`src/rtl/byte_xor_sequencer.sv`:
```
`default_nettype none
// ============================================================================
// Module   : byte_xor_sequencer
// Brief    : Walks a byte mux over a message and XORs each byte with A5/1 keystream.
// Revision : 1.0
// ============================================================================
module byte_xor_sequencer #(
    parameter int NUM_BYTES   = 28,
    parameter int INDEX_WIDTH = 5
) (
    input  logic                     clock,
    input  logic                     reset,
    input  logic                     start,
    input  logic [INDEX_WIDTH-1:0]   msg_len,
    output logic [INDEX_WIDTH-1:0]   mux_index,
    input  logic [7:0]               mux_byte,
    input  logic [7:0]               ks_byte,
    input  logic                     ks_valid,
    output logic                     ks_ready,
    output logic [8*NUM_BYTES-1:0]   out_data,
    output logic [INDEX_WIDTH-1:0]   byte_count,
    output logic                     busy,
    output logic                     done
);

    localparam logic [INDEX_WIDTH-1:0] C_NUM_BYTES = INDEX_WIDTH'(NUM_BYTES);
    localparam logic [INDEX_WIDTH-1:0] C_ONE       = INDEX_WIDTH'(1);
    localparam logic [INDEX_WIDTH-1:0] C_ZERO      = '0;

    typedef enum logic [1:0] {
        IDLE = 2'd0,
        RUN  = 2'd1,
        DONE = 2'd2
    } state_t;

    state_t                   r_state;
    logic [INDEX_WIDTH-1:0]   r_len;
    logic [INDEX_WIDTH-1:0]   w_eff_len;
    logic                     w_xfer;
    logic                     w_last;

    // Zero or oversized lengths mean "the whole message".
    assign w_eff_len = ((msg_len == C_ZERO) || (msg_len > C_NUM_BYTES)) ? C_NUM_BYTES : msg_len;
    assign w_xfer    = ks_valid && (r_state == RUN);
    assign w_last    = (mux_index == (r_len - C_ONE));

    assign ks_ready  = (r_state == RUN);
    assign busy      = (r_state != IDLE);
    assign done      = (r_state == DONE);

    always_ff @(posedge clock) begin
        if (reset) begin
            r_state    <= IDLE;
            r_len      <= C_NUM_BYTES;
            mux_index  <= C_ZERO;
            byte_count <= C_ZERO;
            out_data   <= '0;
        end else begin
            case (r_state)
                IDLE: begin
                    if (start) begin
                        r_len      <= w_eff_len;
                        mux_index  <= C_ZERO;
                        byte_count <= C_ZERO;
                        out_data   <= '0;
                        r_state    <= RUN;
                    end
                end
                RUN: begin
                    if (w_xfer) begin
                        for (int k = 0; k < NUM_BYTES; k++) begin
                            if (mux_index == INDEX_WIDTH'(k)) begin
                                out_data[8*k +: 8] <= mux_byte ^ ks_byte;
                            end
                        end
                        byte_count <= byte_count + C_ONE;
                        // Wrap on the final byte so the mux never sees an out-of-range index.
                        if (w_last) begin
                            mux_index <= C_ZERO;
                            r_state   <= DONE;
                        end else begin
                            mux_index <= mux_index + C_ONE;
                        end
                    end
                end
                DONE: begin
                    r_state <= IDLE;
                end
                default: begin
                    r_state <= IDLE;
                end
            endcase
        end
    end

endmodule
`default_nettype wire

```
`config.mk`:
```
export PLATFORM = sky130hd
export DESIGN_NAME = byte_xor_sequencer
export DESIGN_NICKNAME = d
export VERILOG_FILES = /design/src/rtl/byte_xor_sequencer.sv
export SDC_FILE = /design/constraint.sdc
export NUM_CORES = 1
export LEC_CHECK = 0
export CAP_MARGIN = 20
export CORE_ASPECT_RATIO = 0.9
export CORE_MARGIN = 3
export CORE_UTILIZATION = 50
export CTS_BUF_LIST = sky130_fd_sc_hd__clkbuf_4
export DETAILED_ROUTE_END_ITERATION = 6
export PLACE_DENSITY = 0.85
export SLEW_MARGIN = 20
export SYNTH_ARGS = -nofsm -noshare
export SYNTH_HDL_FRONTEND = slang
export SYNTH_SLANG_ARGS = --single-unit
```
`constraint.sdc`:
```
create_clock -name clock -period 2.6 [get_ports clock]
set_input_delay 0.52 -clock clock [delete_from_list [all_inputs] [get_ports clock]]
set_output_delay 0.52 -clock clock [all_outputs]
set_load 0.02 [all_outputs]
```
; After elaboration in Yosys (flattened, before gate mapping)
; Index checks and enable logic that the tools add are counted.
[word_totals]
inputBits = 25
reg_bits = 241
out_inout_bits = 237
[op_classes]
n_eq_ne = 61
n_reduce_logical = 38
n_bitwise = 1
add_sub_neg = 3
muxes = 42
order_cmp = 1
[op_table]
columns = operator, n
row1 = 224-bit 2-to-1 mux, 2
row2 = 224-bit case mux with 2 select lines, 1
row3 = 8-bit 2-to-1 mux, 28
row4 = 4-bit AND reduction, 28
row5 = "5-bit == test, second input constant", 12
row6 = "2-bit by 1-bit != test with 1-bit output, second input constant", 30
row7 = "5-bit by 4-bit == test with 1-bit output, second input constant", 8
row8 = 5-bit 2-to-1 mux, 5
row9 = "5-bit by 3-bit == test with 1-bit output, second input constant", 4
row10 = 5-bit case mux with 2 select lines, 2
row11 = "5-bit by 1-bit adder with 5-bit output, second input constant", 2
row12 = "5-bit by 2-bit == test with 1-bit output, second input constant", 2
row13 = 5-bit zero test, 2
row14 = 8-bit bitwise XOR, 1
row15 = 2-bit 2-to-1 mux, 3
row16 = 3-bit AND reduction, 2
row17 = "5-bit by 1-bit == test with 1-bit output, second input constant", 1
row18 = 5-bit == test, 1
row19 = "5-bit > comparator, second input constant", 1
row20 = "5-bit by 1-bit subtractor with 5-bit output, second input constant", 1
row21 = 2-bit case mux with 2 select lines, 1
row22 = 2-bit nonzero test, 2
row23 = "2-bit by 1-bit == test with 1-bit output, second input constant", 1
row24 = "2-bit == test, second input constant", 1
row25 = other kinds (5), 5

; Longest topological paths before layout
; Gate-level depths: netlist of the first run.
[logic_depth]
word_depth = 5
mapped_depth = 7

; Least setup slack after synthesis of the first run
; Ideal clock, no wire load.
[synth_timing]
path_type = reg2reg
start = register mux_index[0]
end = register out_data[120]
setup_ps = 132
stages_incl_launch_ff = 8
slack_ps = 643
t_required_ps = 2468
n_path_buf = 1
arrival_time_ps = 1825
period_less_slack_ps = 1957
cell_sequence = dfxtp_1 ha_1 and3_1 ha_1 clkbuf_1 nand3_1 nand3_1 a21oi_1
[synth_via]
elab_chain_len = 3
[synth_rtl]
columns = item, line
row1 = "start, declared", 15  ; output logic [INDEX_WIDTH-1:0] mux_index,
row2 = "start signal, assigned", 82  ; mux_index <= mux_index + C_ONE;
row3 = 5-bit by 4-bit == test with 1-bit output, 72  ; if (mux_index == INDEX_WIDTH'(k)) begin
row4 = 2-bit by 1-bit != test with 1-bit output (no line), --
row5 = 4-bit AND reduction (no line), --
row6 = "end signal, assigned by index", 73  ; out_data[8*k +: 8] <= mux_byte ^ ks_byte;
row7 = "end, declared", 20  ; output logic [8*NUM_BYTES-1:0] out_data,
; No other way between the ends.
; A chain may end at the register's enable or synchronous reset.

; Final worst setup path of the first run
[layout_timing]
start = register mux_index[4]
end = output port mux_index[4]
; No word-level cell between the ends.

==> impl_metrics.yaml, run 1 <==
global_routing:
  grt_pass1_wl_um: 42900
  grt_pass1_vias: 7776
  antenna_found_initial: 0
  grt_max_degree: 115
  grt_usage: 0.254
  grt_overflow: 0
worst_setup_path:
  ff2ff_path_depth: 6
  path_class: "reg -> out"
  r2r_end: "out_data[124]"
  timing.rr.start: "mux_index[0]"
  start_kind: "register"
  critPathMaxFanout: 12
  crit_arrival_ns: 1.97
  path_depth: 1
  end_kind: "output port"
  slowest_stage: "clkdlybuf4s50_1"
  crit_start: "mux_index[4]"
  crit_end: "mux_index[4]"
  critPathTopFamily: "buffers and inverters"
  critPathMaxStageDelay_ns: 0.71
  cp_cell_sequence: "clkdlybuf4s50_1"
  crit_required_ns: 2.08
  critPathBufInv: 1
  rrSetupSlack_ns: 0.38
placed_design:
  portBuffers: 261
  place_area_mm2: 0.0124
  gp_congestion: 0.852
  hpwl_um: 18200
timing:
  fin_setup_tns_ns: 0
  hold_viol: 0
  drv_slew: 0
  skew_ns: 0.0400
  slew_headroom: 0.494
  worst_slew_pin_slew_ns: 0.757
  grt_setup_unrepaired: "false"
  fmax_mhz: 402
  final-setup-viol-count: 0
  finalCritPeriodShare: 0.958
  period_minus_slack_ns: 2.49
logic_synthesis:
  synthCells: 921
  yosys_most_used_dff: "dfxtp_1"
  ys_ff_latch: 241
  netlist_top_cells_count: "dfxtp_1, nor2_1, mux2i_1, clkbuf_1, a21oi_1"
  synth.distinct_cells: 50
  netlist.area_leader.share: 0.503
  synth_area_leaders: "dfxtp_1, mux2i_1, nor2_1"
  syn_nets: 953
  async_flop_share: 0
  synth_top_cell_by_area: "dfxtp_1"
  synth_most_common_cell: "dfxtp_1"
  synth_edf_count: 0
  syn_avg_cell_area_um2: 10.4
  mappedNetlistArea_mm2: 0.00960
  ys_warn_count: 0
  yosysSeqAreaShare: 0.503
power_and_ir_drop:
  power_density_mw_per_mm2: 646
  p_leak_nw: 5.27
  worst_ir_drop_vdd_v: 0.000436
  finalPower_mw: 8.47
clock_network:
  cts_tree: "built"
  cts-root-buf: "clkbuf_4"
  cts_hold_buf: 0
  cts_max_level: 2
  clkTransAtPathRegs_ns: 0.07
  cts_sinks: 241
  clock_path_buffers: 3
  numCtsBuffers: 60
  worstSkewPairLatency_ns: 0.67
worst_hold_path:
  hold_path_startpoint: "reset"
  hp-class: "in -> reg"
route:
  firstDrtPassIters: 5
  drc: 0
  wl_per_cell_um: 18.5
  vias_per_cell: 5.22
  vias: 7753
  wl_um: 27500
  drt_iter0_markers: 432
  ant_nets: 0
outcome:
  run_status: "complete, no violations"
final_layout:
  final_nets: 1239
  area_growth_pct: 36.7
  drive_gt1_frac: 0.119
  antenna_cells: 0
  final_area_mm2: 0.0131
  fin_util: 0.706
floorplan:
  dieArea_mm2: 0.0209
  io_pins: 262
  die_w_um: 152
  die_y_um: 137
  start_util: 0.516
  coreArea_mm2: 0.0186
  row_count: 47
job:
  cap_viol_max_count: 0
[stage by stage]
step / cells / setup WS, ns / hold slack, ns
detailed placement: 1390 / 0.187 / 0.461
global route: 1484 / 0.00936 / 0.323
finish: 1484 / 0.110 / 0.325
global placement: 1390 / 0.245 / 0.456
floorplan: 921 / 0.643 / 0.469
CTS: 1484 / 0.0478 / 0.280
[power by group]
part / leakage (nW) / total [mW] / internal (mW) / switching (mW)
registers: 1.95 / 3.93 / 3.84 / 0.0866
clock network: 0.407 / 2.94 / 1.50 / 1.44
logic: 2.91 / 1.61 / 0.678 / 0.934
total: 5.27 / 8.47 / 6.02 / 2.46
[repair_timing]
action	CTS	global route
resized for setup	2	0
setup buffers	0	0
setup endpoints to repair	2	0
[registers in the layout, indices dropped and copies added, names as in the netlist]
register,flops
r_len,5
r_state,2
mux_index,5
byte_count,5
out_data,224
[placed cells by master, fill, tap and decap left out, types with 8 or more instances in the layout]
cell type        synthesis  layout
clkbuf_4                 0      80
nor2_1                 227     227
clkdlybuf4s50_1          0     259
nor2_8                  13      13
buf_4                    4      23
nand4_1                 13      13
a21oi_4                  8       8
mux2i_1                216     216
dfxtp_1                241     240
nand2_1                 11      11
xnor2_1                 11      11
clkinv_1                 0      11
a21oi_1                 25      25
nand3_1                 14      14
[routing by layer]
layer  vias up  wire, um  track usage
li1       3711         -            -
met1      3707     11600        0.315
met2       294     12800        0.415
met3        41      2470       0.0958
met4         0       625       0.0809
met5         -         0            0
[how the worst min path moves through the flow]
stage                                to  cells past startpoint  slack [ns]
final                     byte_count[1]                      2        0.33
after floorplan                r_len[1]                      2        0.47
after detailed placement  out_data[124]                      2        0.46
after CTS                   out_data[4]                      2        0.28
after global placement    out_data[124]                      2        0.46
after global routing      out_data[213]                      2        0.32
[kinds of logic (layout without fill, tap and decap cells)]
| family | Yosys count | in the layout | share of synthesized area |
|---|---|---|---|
| adder cells (fa/ha/maj) | 7 | 7 | 0.00913 |
| AND/OR/NAND/NOR | 315 | 315 | 0.164 |
| AO/OA/AOI/OAI | 55 | 55 | 0.0471 |
| XOR/XNOR | 17 | 17 | 0.0155 |
| buffers and inverters | 70 | 388 | 0.0366 |
| multiplexers | 216 | 216 | 0.225 |
| flip-flops | 241 | 241 | 0.503 |
[layout make-up]
cell class,count,area [um2]
Inverter,7,28.8
Tap cell,245,307
Clock buffer,80,601
Timing Repair Buffer,287,2850
Multi-Input combinational cell,610,4430
Sequential cell,241,4830
Clock inverter,14,81.3
Fill cell,1412,5460
No activity file was read; power rests on OpenSTA's default activity.
==> run 2, diff against run 1 <==
- CORE_UTILIZATION: 50 -> 54
- PLACE_DENSITY: 0.85 -> 0.9
- clock period: 2.6 -> 3.2 ns (I/O delays scaled with it)
==> impl_metrics.yaml, run 2 (synthesis gave the netlist of run 1 again) <==
outcome:
  run_status: "complete, no violations"
clock_network:
  cts_resized: 0
  clock_path_buffers: 3
  numCtsBuffers: 58
  cts_tree: "built"
  clkTransAtPathRegs_ns: 0.07
  cts_hold_buf: 0
  cts-root-buf: "clkbuf_4"
  cts_max_level: 2
  worstSkewPairLatency_ns: 0.66
  cts_setup_buffers: 0
  cts_sinks: 241
global_routing:
  grt_usage: 0.272
  grt_overflow: 0
  grt_pass1_wl_um: 42700
  antenna_found_initial: 1
  grt_max_degree: 105
  grt_pass1_vias: 7752
final_layout:
  fin_util: 0.759
  nFillCells: 1205
  area_growth_pct: 35.7
  layout_commonest_cell: "clkdlybuf4s50_1"
  mostFrequentLayoutCells: "clkdlybuf4s50_1, dfxtp_1, nor2_1"
  largest-register: "out_data"
  drive_gt1_frac: 0.116
  largest_register_ffs: 224
  final_nets: 1226
worst_setup_path:
  critPathTopFamily: "buffers and inverters"
  r2r_end: "out_data[22]"
  ff2ff_path_depth: 6
  path_depth: 3
  end_kind: "output port"
  crit_arrival_ns: 2.37
  critPathMaxFanout: 24
  crit_start: "r_state[0]"
  path_class: "reg -> out"
  crit_end: "ks_ready"
  critPathBufInv: 2
  crit_required_ns: 2.56
  critPathMaxStageDelay_ns: 0.67
  start_kind: "register"
  slowest_stage: "clkdlybuf4s50_1"
  rrSetupSlack_ns: 0.88
  cp_cell_sequence: "nand2b_4, inv_4, clkdlybuf4s50_1"
  timing.rr.start: "r_state[1]"
floorplan:
  die_y_um: 132
  coreArea_mm2: 0.0172
  dieArea_mm2: 0.0194
  start_util: 0.559
  io_pins: 262
  row_count: 45
  die_w_um: 147
route:
  vias: 7706
  drc: 0
  wl_per_cell_um: 18.5
  ant_nets: 0
  drt_iter0_markers: 492
  firstDrtPassIters: 4
  vias_per_cell: 5.24
  wl_um: 27200
placed_design:
  hpwl_um: 17900
  dp_slack_ns: 0.425
  portBuffers: 261
  gp_congestion: 0.836
timing:
  skew_ns: 0.0407
  drv_slew: 0
  final-setup-viol-count: 0
  worst_slew_pin_slew_ns: 0.697
  fmax_mhz: 332
  postLayoutSetupSlackWorst_ns: 0.192
  period_minus_slack_ns: 3.01
  slew_headroom: 0.536
  hold_slack_ns: 0.422
  hold_viol: 0
  grt_setup_unrepaired: "false"
  finalCritPeriodShare: 0.940
  fin_setup_tns_ns: 0
power_and_ir_drop:
  p_clk_frac: 0.353
  power_density_mw_per_mm2: 530
  power.internal_mw: 4.90
  worst_ir_drop_vdd_v: 0.000383
  swShare: 0.290
  p_leak_nw: 5.23
  pwr-share-comb: 0.186
  power_switching_mw: 2.00
  finalPower_mw: 6.90
  seq_power_share: 0.461
job:
  cap_viol_max_count: 0
worst_hold_path:
  hp-class: "in -> reg"
  whs_path_depth: 2
-- run 2: changes by cell type in the layout (fill, tap and decap cells not counted), sizes merged --
cell,previous run,this run
clkdlybuf4s50,259,260
clkinv,13,10
bufinv,1,0
inv,7,8
clkbuf,80,89
dlygate4sd2,1,0
buf,27,16
diode,0,1
-- run 2: cell type report --
cell class	instances	area (um2)	area share
Clock inverter	11	42.5	0.00327
Multi-Input combinational cell	610	4430	0.340
Inverter	7	28.8	0.00221
Sequential cell	241	4820	0.370
Timing Repair Buffer	276	2740	0.210
Clock buffer	89	668	0.0513
Tap cell	235	294	0.0226
Antenna cell	1	2.50	0.000192
-- run 2: per-layer routing --
layer	vias to the layer above	wire length [um]	global-route usage
met5	-	0	0
met4	0	681	0.0888
met3	50	2300	0.0921
met2	279	12900	0.452
met1	3685	11300	0.333
li1	3692	-	-
-- run 2: worst min-delay path by stage --
stage,from,endpoint
after floorplan,r_len[1],r_len[1]
after global placement,out_data[124],out_data[124]
after detailed placement,out_data[125],out_data[125]
after CTS,reset,out_data[207]
after global routing,reset,out_data[175]
final,reset,out_data[64]
-- run 2: through the flow --
stage	instance area (um2)	instances
global route	13000	1470
finish	13000	1470
floorplan	9600	921
detailed placement	12300	1369
global placement	12300	1369
CTS	13000	1469
-- run 2: worst register-to-register path, cell delays in order (launching register included) --
cell	delay, ns
dfxtp_1	0.42
nand2b_4	0.38
inv_4	0.21
and4b_1	0.35
a21oi_4	0.46
mux2i_1	0.26
nor2_1	0.06
-- run 2: power by group through the flow --
stage               clock (mW)  sequential, mW  combinational, mW
finish                    2.43            3.19               1.28
global route              2.64            3.20               1.36
CTS                       2.48            3.19               1.29
detailed placement           0            3.25               1.29
global placement             0            3.25               1.27
floorplan                    0            3.38              0.714
==> run 3, diff against run 2 <==
- CAP_MARGIN: 20 -> unset
- HOLD_SLACK_MARGIN: unset -> 0.06
==> results of run 3 <==
Final layout, timing and power as in run 2 (identical DEF).
